--- src/rtl/gyro_dma_rd_arbiter.sv ---
// Round-robin AR arbiter and R demux for the shared DMA read master; AR issues one cycle after an uncontended s_arvalid.
// R path is combinational and zero-latency; s_arready is held low while an AR is pending or MAX_OUT bursts are in flight.
module gyro_dma_rd_arbiter #(
  parameter int NREQ    = 2,
  parameter int AW      = 32,
  parameter int DW      = 64,
  parameter int IDW     = 4,
  parameter int MAX_OUT = 4,
  localparam int TW     = $clog2(NREQ)
) (
  input  logic                clk,
  input  logic                rst,
  input  logic [NREQ-1:0]     s_arvalid,
  output logic [NREQ-1:0]     s_arready,
  input  logic [NREQ*AW-1:0]  s_araddr,
  input  logic [NREQ*8-1:0]   s_arlen,
  input  logic [NREQ*IDW-1:0] s_arid,
  output logic [NREQ-1:0]     s_rvalid,
  input  logic [NREQ-1:0]     s_rready,
  output logic [DW-1:0]       s_rdata,
  output logic [IDW-1:0]      s_rid,
  output logic [1:0]          s_rresp,
  output logic                s_rlast,
  output logic                m_arvalid,
  input  logic                m_arready,
  output logic [AW-1:0]       m_araddr,
  output logic [7:0]          m_arlen,
  output logic [IDW+TW-1:0]   m_arid,
  input  logic                m_rvalid,
  output logic                m_rready,
  input  logic [DW-1:0]       m_rdata,
  input  logic [IDW+TW-1:0]   m_rid,
  input  logic [1:0]          m_rresp,
  input  logic                m_rlast,
  output logic [3:0]          outstanding,
  output logic                tag_err
);

  typedef enum logic {IDLE, ADDR} state_t;

  state_t          state;
  logic [TW-1:0]   rr_ptr;
  logic [TW-1:0]   win_q;
  logic [3:0]      out_cnt;

  logic [TW-1:0]   win;
  logic [TW-1:0]   cand;
  logic            any_req;
  int              idx;
  logic            accept;

  logic [TW-1:0]   tag;
  logic            tag_ok;
  logic            rlast_hs;

  // Cyclic search starting at the round-robin pointer.
  always_comb begin
    win     = '0;
    cand    = '0;
    any_req = 1'b0;
    idx     = 0;
    for (int k = 0; k < NREQ; k++) begin
      idx = int'(rr_ptr) + k;
      if (idx >= NREQ) idx = idx - NREQ;
      cand = TW'(idx);
      if (!any_req && s_arvalid[cand]) begin
        any_req = 1'b1;
        win     = cand;
      end
    end
  end

  assign accept = !rst && (state == IDLE) && any_req && (out_cnt < 4'(MAX_OUT));

  always_comb begin
    s_arready = '0;
    if (accept) s_arready[win] = 1'b1;
  end

  // Tags beyond NREQ-1 are sunk so a stray beat cannot wedge the master.
  assign tag    = m_rid[IDW +: TW];
  assign tag_ok = (tag <= TW'(NREQ - 1));

  always_comb begin
    s_rvalid = '0;
    if (tag_ok) s_rvalid[tag] = m_rvalid;
  end

  assign m_rready    = tag_ok ? s_rready[tag] : 1'b1;
  assign rlast_hs    = m_rvalid && m_rready && m_rlast;
  assign s_rid       = m_rid[IDW-1:0];
  assign s_rdata     = m_rdata;
  assign s_rresp     = m_rresp;
  assign s_rlast     = m_rlast;
  assign outstanding = out_cnt;

  always_ff @(posedge clk or posedge rst) begin
    if (rst) begin
      state     <= IDLE;
      m_arvalid <= 1'b0;
      m_araddr  <= '0;
      m_arlen   <= '0;
      m_arid    <= '0;
      rr_ptr    <= '0;
      win_q     <= '0;
      out_cnt   <= '0;
      tag_err   <= 1'b0;
    end else begin
      case (state)
        IDLE: begin
          if (accept) begin
            m_araddr  <= s_araddr[win*AW +: AW];
            m_arlen   <= s_arlen[win*8 +: 8];
            m_arid    <= {win, s_arid[win*IDW +: IDW]};
            m_arvalid <= 1'b1;
            win_q     <= win;
            state     <= ADDR;
          end
        end
        ADDR: begin
          if (m_arready) begin
            m_arvalid <= 1'b0;
            rr_ptr    <= (win_q == TW'(NREQ - 1)) ? '0 : win_q + 1'b1;
            state     <= IDLE;
          end
        end
        default: state <= IDLE;
      endcase

      // A last beat with nothing outstanding is flagged rather than wrapping.
      if (accept && !rlast_hs) begin
        out_cnt <= out_cnt + 4'd1;
      end else if (!accept && rlast_hs) begin
        if (out_cnt == 4'd0) tag_err <= 1'b1;
        else                 out_cnt <= out_cnt - 4'd1;
      end

      if (m_rvalid && !tag_ok) tag_err <= 1'b1;
    end
  end

endmodule
--- config.mk ---
export PLATFORM = sky130hd
export DESIGN_NAME = gyro_dma_rd_arbiter
export DESIGN_NICKNAME = d
export VERILOG_FILES = /design/src/rtl/gyro_dma_rd_arbiter.sv
export SDC_FILE = /design/constraint.sdc
export NUM_CORES = 1
export LEC_CHECK = 0
export BUFFER_PORTS_ARGS = -buffer_cell sky130_fd_sc_hd__buf_2
export CORE_AREA = 2 2 114 116
export CTS_CLUSTER_DIAMETER = 200
export DETAILED_ROUTE_END_ITERATION = 12
export DIE_AREA = 0 0 116 118
export HOLD_SLACK_MARGIN = 0.08
export SLEW_MARGIN = 0
export SYNTH_ARGS = -nofsm -noshare
export SYNTH_HDL_FRONTEND = slang
export SYNTH_SLANG_ARGS = --single-unit
--- constraint.sdc ---
create_clock -name clk -period 3.7 [get_ports clk]
set_clock_uncertainty 0.05 [all_clocks]
set_input_delay 1.11 -clock clk [delete_from_list [all_inputs] [get_ports clk]]
set_output_delay 1.11 -clock clk [all_outputs]
set_load 0.02 [all_outputs]
==> summary.md <==
| Metric | Value |
|---|---|
| Combinational fraction of design power | `just under 50%` |
| Clock insertion delay at the later pin of the skew report | `~290 ps` |
| Switching portion of total power | `between 30% and 40%` |
| CP endpoint | `s_arready[0]` |
| Number of violations reported at the end of detailed-routing iteration 0 | `65` |
| Antenna cell count | `0` |
| Number of nets with antenna violations after routing | `0` |
| Total DRC errors in the routed layout | `0` |
| Weighted congestion reported at the end of routability-driven placement | `0.7209` |
| Number of synthesis warnings | `0` |
| # fillers | `approximately 1.3k` |
| Area fraction in and, or, nand and nor cells after synthesis | `about 3.5%` |
| Most used cells in the layout excluding fill and tap cells | `buf_2, dfrtp_1, a21o_1` |
| Critical register-to-register path startpoint | `outstanding[3]$_DFFE_PP0P_` |
| Worst hold path cell count | `1` |
| Worst Max-Slew Pin Slew | `about 670 ps` |
| Int Pwr | `between 1.5 and 2 mW` |
| Seq/Total Area, Yosys | `between 40% and 50%` |
| Final Routed Wirelength | `roughly 9 mm` |
| Post-layout min period | `3236 ps` |
| CTS clk-pin slew, worst paths | `approximately 70 ps` |
| First drt pass iteration count | `4` |
| Root Driver | `clkbuf_16` |
| Routed via count | `roughly 2.3k` |
| Global-route wire length before repair | `between 10 and 15 mm` |
| Count of hold-fix buffers inserted at cts | `0` |
| Gate Count Post-Synth | `around 270` |
| Placeable core region | `around 12000 um^2` |
| Count of input and output buffers | `between 150 and 200` |
| # IOs | `between 200 and 300` |
| Count of maximum capacitance violations | `0` |
| GRT Total Usage | `between 10% and 20%` |
| Static leakage power | `between 2 and 2.5 nW` |
| Synth Area per Inst | `~11 um^2` |
| Number of slew-limit violations in the final report | `0` |
| Maximum vdd ir drop | `0.3758 mV` |
| Most common library cell in the layout ignoring fill and taps | `buf_2` |
| Via count of the first global-routing pass | `between 2k and 2.5k` |
| Grt total ovfl | `0` |
| Arrival time worst endpoint | `2080 ps` |
| Total chip power | `roughly 3 mW` |
| Compound-gate portion of the synthesized area | `26.89%` |
| Number of cell instances on the worst register-to-register path | `9` |
| Final TNS setup | `0 ps` |
| Number of buffers on the longest clock path | `2` |
| Number of gates resized after cts | `0` |
| Period utilisation layout | `roughly 87%` |
| Share of total power in the clock network | `between 15 and 20%` |
| Utilization of the core after routing | `between 20 and 30%` |
| Placed Instances | `approximately 520` |
| Number of nets in the finished design | `around 520` |
| Total power density per cell area | `around 850 nW/um^2` |
| Endpoints failing hold | `0` |
| Routed length per instance | `17.21 um` |
| Adder-cell share of the synthesized area | `about 2.4%` |
| Setup Buffers After CTS | `0` |
| Largest family of logic cells by synthesized area | `compound AO/OA/AOI/OAI gates` |
| Sw power | `between 1 and 1.5 mW` |
| Number of levels in the clock H-tree | `2` |
| Number of nets produced by synthesis | `about 450` |
| Worst Hold Margin | `approximately 410 ps` |
| Layout cells sized above 1 | `about half` |
| Netlist cell types | `29` |
| Critical Path Start | `rst` |
| Summed instance area of the synthesized netlist | `around 3000 um^2` |
| Critical path start-end classification | `primary input to output port` |
| Final Setup Violations | `0` |
| Number of antenna violations at the first check in global routing | `0` |
| Mux share of post-synthesis cell area | `less than 1%` |
| Highest achievable clock rate | `about 300 MHz` |
| Initial cell density of the core | `between 20% and 30%` |
| Outcome | `completed` |
| Maximum number of pins on one net before global-route repair | `54` |
| CTS tree | `yes` |
| Die height | `about 120 um` |
| Hold/Removal Path Class | `flip-flop to flip-flop` |
| Layout overhead on the synthesized area | `18.45%` |
| Type of origin of the critical path | `primary input` |
| Number of rows in the core area | `41` |
| Tightest slew margin relative to the limit | `between 50% and 60%` |
| Portion of total power attributed to sequential cells | `about a third` |
| Final standard cell count with taps included and fillers excluded | `around 520` |
| TritonCTS Buffers | `5` |
| FF+latch count, synth | `53` |
| Terminus of the critical flop-to-flop path | `outstanding[3]$_DFFE_PP0P_` |
| Unrepaired setup endpoints after global routing | `false` |
| Xor-xnor portion of the synthesized cell area | `less than 1%` |
| Worst-path maximum fanout | `2` |
| Sort of element at the end of the critical path | `output port` |
| CTS sink count | `between 50 and 60` |
| Reg2reg setup slack | `around 1400 ps` |
| Required time at the endpoint of the critical path | `between 2000 and 3000 ps` |
| Via density per instance | `about 4.4` |
| Die outline width | `~120 um` |
| Launch point of the worst hold path | `tag_err$_DFFE_PP0P_` |
| Final HPWL from detailed placement | `7.007 mm` |
| Die area | `about 14000 um^2` |
-- state kept, by name (all words and copies together) (netlist names) --
name         flops
m_arvalid        1
tag_err          1
m_arid           5
m_araddr        32
outstanding      4
rr_ptr           1
m_arlen          8
state            1
-- worst max-delay path, stage by stage --
cell and delay (ps):
buf_2 120, nor4_2 280, o21a_2 210, inv_2 50
a21oi_4 120, buf_2 180
-- Yosys cell counts --
master / number / area share, %
inv_2: 1 / 0.13
nor2_1: 1 / 0.13
nand3_1: 2 / 0.34
mux2_2: 1 / 0.38
nor2b_1: 1 / 0.21
o21ai_1: 1 / 0.17
o21ba_2: 1 / 0.34
and3_1: 2 / 0.42
a21o_1: 46 / 12
or2_2: 1 / 0.21
and2_1: 1 / 0.21
ha_1: 4 / 1.7
buf_6: 3 / 1.1
nor4_2: 1 / 0.42
a21oi_4: 1 / 0.55
inv_1: 4 / 0.50
o21a_2: 1 / 0.29
a22o_1: 44 / 13
nand2_1: 9 / 1.1
xnor2_1: 2 / 0.59
dfrtp_1: 53 / 45
or4_1: 1 / 0.25
buf_2: 10 / 1.7
o21ai_0: 4 / 0.67
a21oi_1: 2 / 0.34
fa_1: 1 / 0.67
clkbuf_1: 1 / 0.13
buf_4: 72 / 18
nand2b_1: 1 / 0.21
-- power groups by stage --
stage / clock network, mW / registers, mW / logic (mW)
3_5_place_dp: 0 / 1.03 / 1.46
2_1_floorplan: 0 / 1.34 / 0.806
3_3_place_gp: 0 / 1.04 / 1.43
4_1_cts: 0.545 / 1.04 / 1.46
6_report: 0.514 / 1.03 / 1.44
5_1_grt: 0.570 / 1.07 / 1.57
-- worst min-delay path by stage --
stage	to	slack, ps
4_1_cts	tag_err$_DFFE_PP0P_	420
6_report	tag_err$_DFFE_PP0P_	410
5_1_grt	tag_err$_DFFE_PP0P_	430
3_5_place_dp	tag_err$_DFFE_PP0P_	400
3_3_place_gp	tag_err$_DFFE_PP0P_	400
2_1_floorplan	rr_ptr$_DFFE_PP0P_	390
-- metrics by stage --
| step | instance area (um^2) | worst slack [ps] |
|---|---|---|
| after floorplan | 2978 | 539.0 |
| after global placement | 3367 | 520.0 |
| after detailed placement | 3367 | 455.0 |
| after CTS | 3527 | 445.7 |
| after global routing | 3527 | 392.0 |
| final | 3527 | 464.0 |
-- cell type report --
| cell class | instances | area (um^2) | area share [%] |
|---|---|---|---|
| multi-input combinational | 128 | 1006 | 28.52 |
| inverter | 5 | 18.77 | 0.5321 |
| sequential | 53 | 1326 | 37.60 |
| clock inverter | 2 | 35.03 | 0.9933 |
| tap | 172 | 215.2 | 6.101 |
| clock buffer | 5 | 125.1 | 3.547 |
| timing repair buffer | 158 | 800.8 | 22.70 |
-- routing by layer --
layer  global-route usage [%]  wire length, um  share of wire [%]
met5                        0                0                  0
met4                    3.943              201                2.2
met3                    7.055             1278                 14
met2                    22.22             4594                 51
met1                    12.29             2925                 33
-- cell families after synthesis --
kind of cell | after synthesis
AO/OA/AOI/OAI | 100
XOR/XNOR | 2
adder cells (fa/ha/maj) | 5
buffers and inverters | 91
flip-flops | 53
multiplexers | 1
AND/OR/NAND/NOR | 20
Note: power is estimated with default switching activity, not from simulation.
